`src/rtl/ic0_bus_pkg.sv`:
```
// Shared ic0 bus widths, master FSM state encoding and response payload.
package ic0_bus_pkg;

  localparam int unsigned IC0_AW = 32;
  localparam int unsigned IC0_DW = 32;

  typedef enum logic [1:0] {
    IDLE    = 2'd0,
    ISSUE   = 2'd1,
    WAIT_RD = 2'd2,
    RESP    = 2'd3
  } ic0_mst_state_t;

  typedef struct packed {
    logic [IC0_DW-1:0] rdata;
    logic              err;
  } ic0_rsp_t;

endpackage

```
`src/rtl/ic0_rd_collect.sv`:
```
// Combines the per-slave read-return lanes: any-ready, OR of data, multi-hit.
module ic0_rd_collect
  import ic0_bus_pkg::*;
#(
  parameter int unsigned N_SLV = 4
) (
  input  logic [N_SLV-1:0]        rd_ready,
  input  logic [N_SLV*IC0_DW-1:0] rd_data,
  output logic                    any_ready,
  output logic [IC0_DW-1:0]       or_data,
  output logic                    multi_hit
);

  // Slaves drive 0 when idle, so a plain OR merges the lanes.
  always_comb begin
    or_data = '0;
    for (int i = 0; i < int'(N_SLV); i++) begin
      or_data = or_data | rd_data[i*IC0_DW +: IC0_DW];
    end
  end

  assign any_ready = |rd_ready;
  // Clearing the lowest set bit leaves something only if two or more were set.
  assign multi_hit = |(rd_ready & (rd_ready - N_SLV'(1)));

endmodule

```
`src/rtl/ic0_cmd_master.sv`:
```
// Single-outstanding ic0 bus master: host command in, one-cycle bus strobe,
// read-return collection and host response.
// Optional feature macro: IC0_MST_TIMEOUT_EN (read wait timeout, err response).
module ic0_cmd_master
  import ic0_bus_pkg::*;
#(
  parameter int unsigned N_SLV   = 4,
  parameter int unsigned TIMEOUT = 16
) (
  input  logic                    clk,
  input  logic                    rst,
  input  logic                    cmd_valid,
  output logic                    cmd_ready,
  input  logic                    cmd_write,
  input  logic [IC0_AW-1:0]       cmd_addr,
  input  logic [IC0_DW-1:0]       cmd_wdata,
  output logic                    rsp_valid,
  input  logic                    rsp_ready,
  output logic [IC0_DW-1:0]       rsp_rdata,
  output logic                    rsp_err,
  output logic                    ic0_c_axi_mst_wr_valid,
  output logic                    ic0_c_axi_mst_rd_valid,
  output logic [IC0_AW-1:0]       ic0_axi_mst_wr_addr,
  output logic [IC0_DW-1:0]       ic0_axi_mst_wr_data,
  output logic [IC0_AW-1:0]       ic0_axi_mst_rd_addr,
  input  logic [N_SLV-1:0]        ic0_c_axi_slv_rd_ready,
  input  logic [N_SLV*IC0_DW-1:0] ic0_axi_slv_rd_data
);

  logic              any_ready;
  logic              multi_hit;
  logic [IC0_DW-1:0] or_data;

  ic0_mst_state_t state;
  logic           cmd_write_q;
  ic0_rsp_t       rsp_q;

  ic0_rd_collect #(
    .N_SLV (N_SLV)
  ) u_rd_collect (
    .rd_ready  (ic0_c_axi_slv_rd_ready),
    .rd_data   (ic0_axi_slv_rd_data),
    .any_ready (any_ready),
    .or_data   (or_data),
    .multi_hit (multi_hit)
  );

`ifdef IC0_MST_TIMEOUT_EN
  localparam int unsigned TW = (TIMEOUT < 1) ? 1 : $clog2(TIMEOUT + 1);

  logic [TW-1:0] timer;
  logic          timeout_hit;

  // Fires on the WAIT_RD cycle whose increment would bring the timer to TIMEOUT.
  assign timeout_hit = (timer >= TW'(TIMEOUT - 1));
`endif

  assign rsp_rdata = rsp_q.rdata;
  assign rsp_err   = rsp_q.err;

  // Master FSM with registered handshake, bus strobe and response outputs.
  always_ff @(posedge clk) begin
    if (rst) begin
      state                  <= IDLE;
      cmd_ready              <= 1'b1;
      cmd_write_q            <= 1'b0;
      rsp_valid              <= 1'b0;
      rsp_q                  <= '0;
      ic0_c_axi_mst_wr_valid <= 1'b0;
      ic0_c_axi_mst_rd_valid <= 1'b0;
      ic0_axi_mst_wr_addr    <= '0;
      ic0_axi_mst_wr_data    <= '0;
      ic0_axi_mst_rd_addr    <= '0;
`ifdef IC0_MST_TIMEOUT_EN
      timer                  <= '0;
`endif
    end else begin
      ic0_c_axi_mst_wr_valid <= 1'b0;
      ic0_c_axi_mst_rd_valid <= 1'b0;
      case (state)
        IDLE: begin
          if (cmd_valid) begin
            cmd_ready   <= 1'b0;
            cmd_write_q <= cmd_write;
            if (cmd_write) begin
              ic0_c_axi_mst_wr_valid <= 1'b1;
              ic0_axi_mst_wr_addr    <= cmd_addr;
              ic0_axi_mst_wr_data    <= cmd_wdata;
            end else begin
              ic0_c_axi_mst_rd_valid <= 1'b1;
              ic0_axi_mst_rd_addr    <= cmd_addr;
            end
            state <= ISSUE;
          end
        end
        ISSUE: begin
          if (cmd_write_q) begin
            rsp_q.rdata <= '0;
            rsp_q.err   <= 1'b0;
            rsp_valid   <= 1'b1;
            state       <= RESP;
          end else if (any_ready) begin
            rsp_q.rdata <= or_data;
            rsp_q.err   <= multi_hit;
            rsp_valid   <= 1'b1;
            state       <= RESP;
          end else begin
`ifdef IC0_MST_TIMEOUT_EN
            timer <= '0;
`endif
            state <= WAIT_RD;
          end
        end
        WAIT_RD: begin
          if (any_ready) begin
            rsp_q.rdata <= or_data;
            rsp_q.err   <= multi_hit;
            rsp_valid   <= 1'b1;
            state       <= RESP;
          end
`ifdef IC0_MST_TIMEOUT_EN
          else if (timeout_hit) begin
            rsp_q.rdata <= '0;
            rsp_q.err   <= 1'b1;
            rsp_valid   <= 1'b1;
            timer       <= TW'(TIMEOUT);
            state       <= RESP;
          end else if (timer != TW'(TIMEOUT)) begin
            timer <= timer + TW'(1);
          end
`endif
        end
        RESP: begin
          if (rsp_ready) begin
            rsp_valid <= 1'b0;
            cmd_ready <= 1'b1;
            state     <= IDLE;
          end
        end
        default: begin
          state <= IDLE;
        end
      endcase
    end
  end

endmodule

```
`config.mk`:
```
export PLATFORM = sky130hd
export DESIGN_NAME = ic0_cmd_master
export DESIGN_NICKNAME = d
export VERILOG_FILES = /design/src/rtl/ic0_bus_pkg.sv /design/src/rtl/ic0_rd_collect.sv /design/src/rtl/ic0_cmd_master.sv
export SDC_FILE = /design/constraint.sdc
export NUM_CORES = 1
export LEC_CHECK = 0
export BUFFER_PORTS_ARGS = -buffer_cell sky130_fd_sc_hd__buf_2
export CORE_AREA = 2 2 130 132
export CTS_CLUSTER_SIZE = 28
export DETAILED_ROUTE_END_ITERATION = 6
export DIE_AREA = 0 0 132 134
export PLACE_DENSITY = 0.66
export SYNTH_ARGS = -nofsm -noshare
export SYNTH_HDL_FRONTEND = slang
export SYNTH_SLANG_ARGS = --single-unit
```
`constraint.sdc`:
```
create_clock -name clk -period 4.5 [get_ports clk]
set_input_delay 0 -clock clk [delete_from_list [all_inputs] [get_ports clk]]
set_output_delay 0 -clock clk [all_outputs]
set_load 0.02 [all_outputs]
```
# Yosys cells after proc, flatten, opt, wreduce, memory -nomap -nowiden
# Cells that the tools add are included.
[totals]
ff_bits = 136
input_bits = 201
out_inout_bits = 133
wordCells = 56
[op_classes]
add_sub_neg = 1
eq_ne = 6
n_mux = 18
bitwise = 7
reduce_logical = 13
[op_table]
columns = ["op", "n"]
rows = [
  ["bitwise OR 32 bit", 3],
  ["two-way mux 33 bit", 2],
  ["one-hot mux 33 bit (2 select lines)", 1],
  ["AND reduction 3 bit", 4],
  ["two-way mux 1 bit", 9],
  ["one-hot mux 2 bit (4 select lines)", 1],
  ["OR reduction 4 bit", 2],
  ["two-way mux 2 bit", 3],
  ["!= test 2 bit, second input constant", 3],
  ["bitwise AND 4 bit", 1],
  ["equality test 2 bit, second input constant", 2],
  ["AND reduction 2 bit", 2],
  ["nonzero test 2 bit", 2],
  ["subtractor 4 x 1 -> 4 bit, second input constant", 1],
  ["NOT 1 bit", 3],
  ["one-hot mux 1 bit (3 select lines)", 1],
  ["nonzero test 3 bit", 1],
  ["OR reduction 3 bit", 1],
  ["equality test 2 x 1 -> 1 bit, second input constant", 1],
  ["logical NOT 2 bit", 1],
  ["one-hot mux 1 bit (2 select lines)", 1],
]

# Longest topological paths before layout
# Gate-level depths: netlist of run 1.
[logic_depth]
word_depth = 6
ltp_mapped = 7

# Modules after synthesis
# A second synthesis of run 1 with hierarchy kept.
[unflattened]
cells_unflattened = 645
hier_area_um2 = 5084.9
[by_module_without_submodules]
columns = ["mod", "instances", "cells_per_inst", "area_per_inst_um2", "seq_area_each_um2"]
rows = [
  ["ic0_cmd_master", 1, 609, 4818.4, 2722.6],
  ["ic0_rd_collect", 1, 36, 266.5, 0.0],
]

# Worst setup path before layout of run 1
# Ideal clock, no wire load.
[synth_path]
path_kind = "register to register"
startpoint = "register state[0]"
endpoint = "register rsp_q, in the netlist rsp_rdata[10]"
arrival_time_ns = 1.469
path_slack_ns = 2.885
stages_incl_launch_ff = 6
n_path_buf = 1
synth_period_minus_slack_ns = 1.615
path_cell_list = "dfxtp_1 > inv_1 > ha_1 > a31o_2 > clkbuf_1 > a211oi_2"
[synth_via]
elab_chain_cells = 2
elab_cells_between_ends = 4
cone_classes = "eq/ne: 2; mux: 1; reduce/logical: 1"
[synth_rtl]
columns = ["element", "line_no", "source"]
rows = [
  ["start, declared", "ic0_cmd_master.sv:34", "ic0_mst_state_t state;"],
  ["start signal, assigned", "ic0_cmd_master.sv:64", "state <= IDLE;"],
  ["start signal, assigned", "ic0_cmd_master.sv:93", "state <= ISSUE;"],
  ["start signal, assigned", "ic0_cmd_master.sv:101", "state <= RESP;"],
  ["equality test 2 bit or equality test 2 x 1 -> 1 bit (tied branches)", "ic0_cmd_master.sv:80", "case (state)"],
  ["one-hot mux 33 bit (2 select lines) or nonzero test 2 bit (tied branches)", "--", ""],
  ["end, declared", "ic0_cmd_master.sv:36", "ic0_rsp_t rsp_q;"],
]
# Parallel ways exist; a longest one is shown, timed or not.
# A chain may end at the register's enable or synchronous reset.

# Final worst setup path of run 1
[layout_path]
startpoint = "register state[0]"
endpoint = "register rsp_q, in the netlist rsp_rdata[13]"
# The elaborated chain is that of the path after synthesis.

==> metrics.csv, run 1 <==
metric;value;unit
Clock Path Buffers;2;
post-placement cell area;6820;sq um
vias in the first global route;5733;
Clk pin slew, worst setup/hold paths;0.06;ns
slowest stage delay, CP;0.70;ns
placed cell count;1063;
drt total wl;19600;um
Final Cycle Share;44.5;%
Row Count;47;
core area;16300;sq um
RSZ-0062 raised after global routing;no;
Worst R2R Start;state[0];
LEAKAGE;4.08;nW
worst path cell trace;inv_1 > ha_1 > and2_4 > nor2_1 > a211oi_2;
DR WL/cell;15.9;um
Setup Total Neg Slack;0;ns
post-synthesis sequential area ratio;54.2;%
CTS buffer count;17;
Post-Syn Area;5030;sq um
syn nets;747;
register area;2720;sq um
Worst setup EP type;flop;
Final Instance Area;8710;sq um
Skew-Pair Late Insertion Delay;0.41;ns
Buf+Inv Stages, Crit Path;1;
Pwr Total;4.48;mW
synthesis-to-layout area growth;73.3;%
PwrDens;514;nW/um^2
# IOs;334;
post-CTS sizing;0;
TritonRoute pass-1 iters;4;
Setup-failing EPs final;0;
Via density;4.70;
max_cap viols;0;
antenna violations before repair;2;
Worst Setup Start Kind;flop;
initial core utilization;30.9;%
Crit. path cell count;5;
Buffers on Ports;333;
R2R setup slack;2.50;ns
Fill cells;1442;
Worst EP required;4.83;ns
CTS tree;yes;
RePlAce Congestion;0.784;
die area;17700;sq um
reg2reg path depth;5;
crit path DAT;2.33;ns
Top delay family on crit path;simple AND/OR/NAND/NOR gates;
Crit. Startpoint;state[0];
Unique masters post-synth;29;
Least-Margin Pin Slew;0.823;ns
Residual DRC;0;
antenna-violating nets left;0;
fin util;53.5;%
die height;134;um
Final Skew;0.00623;ns
final net count;1198;
gr ovfl total;0;
synthesized instance count;542;
gr usage total;21.7;%
H-tree levels;4;
CTS Sinks;136;
max_slew headroom;45.1;%
Non-Filler Instances;1228;
crit path time final;2.00;ns
crit path to;rsp_rdata[13];
CP max FO;64;
Seq cells post-synth;136;
max frequency;500;MHz
1st-iter DRT viols;243;
Hold Path Class;primary input to flop;
status;finished, final reports clean;
largest net degree at the start of global routing;73;
share of cells above drive strength 1;40.5;%
Multi-input gate area;2080;sq um
root buffer cell;clkbuf_16;
syn_area_per_cell;9.27;sq um
dpl hpwl;12400;um
critical path class;flop to flop;
Yosys warning count;0;
Die X-Extent;132;um
Slew Limit Fails;0;
Worst path slowest cell;and2_4;
Post-CTS Setup Bufs;0;
Final Hold Viols;0;
r2r endpoint;rsp_rdata[13];
Peak VDD IR;0.000330;V
total number of vias;5768;
first-pass GRT wire length;30200;um
cell usage in the layout, fill, tap and decap left out:
cell type and instances:
or3_1 1, clkinv_4 1, clkinvlp_4 4, nor2_1 37, diode_2 2, a211oi_1 2
inv_6 4, clkbuf_16 17, a221oi_1 1, a31o_2 1, nand3_2 1, buf_2 333
nor2_2 1, or4_1 1, nor4_1 33, nor2b_1 1, ha_1 4, a211oi_2 32
dfxtp_1 136, inv_1 6, o21ai_0 6, clkinv_2 2, a21oi_1 69, buf_4 6
and3_2 1, dlygate4sd3_1 131, nand2_1 132, mux2i_1 1, nor3_1 1, xor2_1 1
nor3_2 1, bufinv_16 2, clkbuf_1 2, a32o_1 1, a311oi_1 1, a22o_1 32
and2_4 1
synth_stat cells, drive strengths merged:
master	instances	area, sq um
mux2i	1	10.0
inv	6	22.5
a311oi	1	8.76
nand3	1	5.00
o21ai	6	30.0
a21oi	69	345
or4	1	7.51
and2	1	8.76
nor3	2	10.0
buf	14	120
dfxtp	136	2720
a32o	1	10.0
a31o	1	8.76
a221oi	1	8.76
ha	4	50.1
nor2	38	143
or3	1	6.26
and3	1	6.26
a211oi	34	415
xor2	1	8.76
a22o	32	280
clkbuf	24	90.1
nand2	132	495
nor4	33	206
nor2b	1	6.26
metrics by stage:
stage               worst slack [ns]  hold WS [ns]
floorplan                       2.89         0.126
global placement                2.55         0.226
detailed placement              2.48         0.226
CTS                             2.46      0.000743
global route                    2.30        0.0101
finish                          2.50        0.0143
worst reg2reg max path, stage by stage (launching register included):
cell      delay, ns
dfxtp_1        0.38
inv_1          0.10
ha_1           0.37
and2_4         0.70
nor2_1         0.15
a211oi_2       0.22
layout make-up:
cell class	count	area share, %
inverter	6	0.259
antenna	2	0.0575
timing repair buffer	470	34.7
sequential	136	31.3
clock buffer	19	4.97
clock inverter	13	1.65
tap	220	3.16
multi-input combinational	362	23.9
flip-flops by register name, summed over array words and instances (netlist names):
name                    cells
ic0_c_axi_mst_wr_valid      1
ic0_axi_mst_wr_data        32
rsp_err                     1
ic0_axi_mst_rd_addr        32
cmd_write_q                 1
ic0_c_axi_mst_rd_valid      1
state                       2
rsp_rdata                  32
cmd_ready                   1
rsp_valid                   1
ic0_axi_mst_wr_addr        32
report_power, final:
part	total (mW)	switching, mW	internal [mW]
Sequential	1.55	0.115	1.43
Clock	1.37	0.547	0.821
Combinational	1.56	0.991	0.572
metal layers:
metal	vias to the layer above	track usage, %	part of all wire [%]
li1	2805	-	-
met1	2651	23.8	39
met2	262	37.3	49
met3	50	6.76	7.4
met4	0	12.0	4.7
met5	-	0	0
worst min-delay path by stage:
stage / slack [ns] / cells after the start / to / startpoint
6_report: 0.01 / 3 / cmd_write_q / cmd_valid
5_1_grt: 0.01 / 3 / cmd_write_q / cmd_valid
4_1_cts: 0.0007 / 3 / cmd_write_q / cmd_valid
3_5_place_dp: 0.23 / 2 / ic0_axi_mst_rd_addr[10] / cmd_addr[10]
3_3_place_gp: 0.23 / 2 / ic0_axi_mst_rd_addr[10] / cmd_addr[10]
2_1_floorplan: 0.13 / 1 / ic0_axi_mst_rd_addr[0] / cmd_addr[0]
kinds of logic after synthesis:
| family | count (synthesis) | share of synthesized area (%) |
|---|---|---|
| compound gates | 145 | 22.0 |
| flops | 136 | 54.2 |
| mux | 1 | 0.199 |
| xor+xnor | 1 | 0.174 |
| fa+ha+maj | 4 | 0.996 |
| simple gates | 211 | 17.8 |
| buf+inv | 44 | 4.63 |
repair_timing:
| action | in CTS | in global routing |
|---|---|---|
| hold buffers | 131 | 0 |
| endpoints found under the hold margin | 132 | 0 |
| setup endpoints to repair | 0 | 0 |
(Power assumes the default switching activity.)
==> inputs of run 2 (changes only) <==
Clock period 4.5 ns to 1.85 ns, I/O delays scaled along.
==> run 2 against run 1 <==
Sequential power increased by 140%. Via count decreased by 0.23%. Register-to-register slack got worse by 2.3 ns. Design area increased by 2.8%. Core utilization increased by 1.5 points. Combinational power increased to 2.6 times the previous value. Die area unchanged. Hold slack improved by 0.049 ns. Setup slack got worse by 2.3 ns. Cell count increased by 0.41%. Critical path type unchanged. Critical endpoint is now rsp_rdata[3]. Largest power group unchanged.
==> metrics.csv, run 2 (synthesis results as in run 1) <==
metric;value;unit
Peak VDD IR;0.000925;V
H-tree levels;4;
max frequency;596;MHz
dpl ws;0.138;ns
dpl hpwl;12500;um
CP max FO;38;
Comb power frac;35.2;%
CTS Sinks;136;
LEAKAGE;4.20;nW
vias in the first global route;5769;
PwrDens;1290;nW/um^2
Die X-Extent;132;um
CTS buffer count;17;
die area;17700;sq um
share of cells above drive strength 1;40.8;%
max_slew headroom;68.7;%
antenna violations before repair;2;
die height;134;um
commonest non-fill, non-tap cell in the layout;buf_2;
status;finished, final reports clean;
Buffers on Ports;333;
Fill cells;1448;
Pwr Total;11.6;mW
Flop pwr share;32.5;%
largest net degree at the start of global routing;63;
Final Cycle Share;90.6;%
Hold Path Class;primary input to flop;
Clk pin slew, worst setup/hold paths;0.06;ns
initial core utilization;30.9;%
Final Skew;0.00600;ns
final net count;1204;
Via density;4.67;
Setup-failing EPs final;0;
first-pass GRT wire length;29900;um
Worst EP required;2.19;ns
Sw Ratio;35.2;%
most frequent cells in the layout;333 x buf_2, 136 x dfxtp_1, 133 x dlygate4sd3_1;
Setup Total Neg Slack;0;ns
DR WL/cell;15.7;um
Least-Margin Pin Slew;0.465;ns
Clock Path Buffers;2;
critical path class;flop to flop;
Internal Power;7.51;mW
worst setup margin;0.173;ns
Worst setup EP type;flop;
antenna-violating nets left;0;
Worst Setup Start Kind;flop;
TritonRoute pass-1 iters;4;
Residual DRC;0;
P_sw;4.08;mW
1st-iter DRT viols;172;
clock group share of total power;32.3;%
gr usage total;21.4;%
fin util;54.9;%
crit path time final;1.68;ns
Slew Limit Fails;0;
Skew-Pair Late Insertion Delay;0.41;ns
core area;16300;sq um
drt total wl;19300;um
total number of vias;5755;
RSZ-0062 raised after global routing;no;
Row Count;47;
gr ovfl total;0;
# IOs;334;
crit path DAT;2.01;ns
CTS tree;yes;
root buffer cell;clkbuf_16;
Final Hold Viols;0;
RePlAce Congestion;0.774;
synthesis-to-layout area growth;78.1;%
max_cap viols;0;
==> run 2: per-layer routing <==
layer	global-route usage [%]	vias up	wire [um]
li1	-	2819	-
met1	23.1	2628	7400
met2	37.1	265	9690
met3	7.71	43	1510
met4	10.4	0	721
met5	0	-	0
==> run 2: stage by stage <==
step,cells,hold slack [ns],instance area [sq um]
finish,1233,0.0637,8950
floorplan,542,0.126,5030
global placement,1067,0.226,6960
detailed placement,1067,0.229,6960
global route,1233,0.126,8950
CTS,1231,0.0429,8940
==> run 2: worst paths after layout <==
| path | to | startpoint | slack, ns | depth (start not counted) |
|---|---|---|---|---|
| setup / recovery | rsp_rdata[3] | state[1] | 0.17 | 6 |
| hold / removal | rsp_err | ic0_c_axi_slv_rd_ready[0] | 0.06 | 4 |
| setup reg to reg | rsp_rdata[3] | state[1] | 0.17 | 6 |
| hold reg to reg | ic0_axi_mst_wr_addr[12] | ic0_axi_mst_wr_addr[12] | 0.45 | 2 |
==> run 2: area by class of cell <==
class                   count  area, sq um  area share (%)
clock buffers              18          429            4.80
clock inverters            13          219            2.45
well taps                 220          275            3.08
repair buffers            476         3190            35.6
multi-input cells         362         2090            23.3
inverters                   6         22.5           0.252
flip-flops and latches    136         2720            30.4
diodes                      2         5.00          0.0559
==> run 2: worst max-delay path: stages, from the launching register on <==
cell and delay (ns):
dfxtp_1 0.40, inv_1 0.09, ha_2 0.38, and2_4 0.20, buf_12 0.23, nor2_1 0.09
a211oi_2 0.19
==> run 2: what timing repair did <==
action / in CTS / in global routing
hold buffers: 133 / 0
buffers inserted: 0 / 0
resized for setup: 0 / 2
setup endpoints to repair: 0 / 13
endpoints found under the hold margin: 134 / 0
==> run 2: power groups by stage <==
stage	logic (mW)	registers [mW]	clock network (mW)
4_1_cts	4.06	3.76	3.85
2_1_floorplan	2.10	4.44	0
6_report	4.08	3.76	3.74
3_5_place_dp	3.87	3.81	0
5_1_grt	4.40	3.83	3.95
3_3_place_gp	3.81	3.80	0
==> inputs of run 3 (changes only) <==
Settings changed: BUFFER_PORTS_ARGS -buffer_cell sky130_fd_sc_hd__buf_2 to not set, CORE_AREA 2 2 130 132 to 2 2 131 133, DIE_AREA 0 0 132 134 to 0 0 133 135, DONT_BUFFER_PORTS set to 1, PLACE_DENSITY 0.66 to 0.48.
==> run 3 against run 2 <==
Combinational power shrank 32%. First-iteration DRC count grew 50%. Core utilization shrank 10 points. Clock power shrank 4%.
==> metrics.csv, run 3 (synthesis results as in run 1) <==
metric;value;unit
root buffer cell;clkbuf_16;
H-tree levels;4;
crit path DAT;2.04;ns
Worst setup EP type;flop;
Slew Limit Fails;0;
Clock Path Buffers;2;
Worst R2R Start;state[1];
dpl ws;0.0867;ns
commonest non-fill, non-tap cell in the layout;dlygate4sd3_1;
largest net degree at the start of global routing;72;
Final Skew;0.00885;ns
final net count;876;
Setup-failing EPs final;0;
vias in the first global route;4611;
fin util;44.6;%
status;finished, final reports clean;
Pwr Total;10.9;mW
dpl hpwl;10800;um
Crit. Startpoint;ic0_c_axi_slv_rd_ready[3];
gr ovfl total;0;
TritonRoute pass-1 iters;4;
Worst Min Path Start;rst;
CTS tree;yes;
critical path class;primary input to flop;
most frequent cells in the layout;137 x dlygate4sd3_1, 136 x dfxtp_1, 132 x nand2_1;
die area;18000;sq um
Via density;5.07;
share of cells above drive strength 1;12.0;%
Post-CTS Setup Bufs;0;
PwrDens;1490;nW/um^2
Skew-Pair Late Insertion Delay;0.41;ns
DR WL/cell;18.4;um
crit path time final;1.74;ns
core area;16400;sq um
CTS buffer count;17;
antenna violations before repair;0;
Final Hold Viols;0;
Worst Setup Start Kind;primary input;
final hold slack;0.0394;ns
total number of vias;4578;
Peak VDD IR;0.000657;V
initial core utilization;30.6;%
Buffers on Ports;0;
max_slew headroom;57.8;%
Non-Filler Instances;903;
RePlAce Congestion;0.748;
die height;135;um
Row Count;47;
1st-iter DRT viols;258;
post-placement cell area;5250;sq um
Clk pin slew, worst setup/hold paths;0.06;ns
Hold Path Class;primary input to flop;
Final Instance Area;7320;sq um
Worst EP required;2.15;ns
worst setup margin;0.108;ns
LEAKAGE;2.73;nW
Least-Margin Pin Slew;0.626;ns
Fill cells;1498;
CP max FO;5;
max_cap viols;0;
RSZ-0062 raised after global routing;no;
synthesis-to-layout area growth;45.7;%
Die X-Extent;133;um
Residual DRC;0;
antenna-violating nets left;0;
ant diodes;0;
drt total wl;16700;um
Final Cycle Share;94.2;%
CTS Sinks;136;
first-pass GRT wire length;24900;um
gr usage total;17.8;%
placed cell count;732;
max frequency;574;MHz
Setup Total Neg Slack;0;ns
# IOs;334;
==> run 3: worst max-delay path: stages <==
cell,delay (ns)
dlygate4sd3_1,0.54
nor3_1,0.15
nand2_1,0.07
dlygate4sd3_1,0.55
o21ai_0,0.09
dlygate4sd3_1,0.59
a211oi_2,0.06
==> run 3: layout make-up <==
type,count,area (sq um),area share [%]
tap,220,275,3.76
clock buffer,17,425,5.81
multi-input combinational,362,2100,28.6
sequential,136,2720,37.2
timing repair buffer,148,1580,21.6
inverter,6,22.5,0.307
clock inverter,14,196,2.68
==> run 3: power breakdown <==
group,switching [mW],internal [mW],leakage [nW]
registers,1.08,3.49,1.11
logic,1.54,1.23,1.31
clock network,1.32,2.26,0.308
==> run 3: worst paths after layout <==
kind	end	slack (ns)	cells past startpoint
worst min register to register	cmd_write_q	0.51	2
worst max-delay path	rsp_err	0.11	7
worst min-delay path	rsp_rdata[4]	0.04	3
worst max register to register	rsp_rdata[31]	0.16	6
==> run 3: what timing repair did <==
action / 4_1_cts / 5_1_grt
gates resized for setup: 0 / 4
endpoints found under the hold margin: 136 / 0
hold buffers: 139 / 0
endpoints found under the setup margin: 0 / 7
==> run 3: per-layer routing <==
layer / vias to the layer above / wire, um / part of all wire (%) / GRT usage, %
met3: 33 / 1360 / 8.2 / 7.09
met5: - / 0 / 0 / 0
met1: 2160 / 6140 / 37 / 18.4
met2: 223 / 8640 / 52 / 31.8
met4: 0 / 508 / 3.1 / 8.24
li1: 2162 / - / - / -
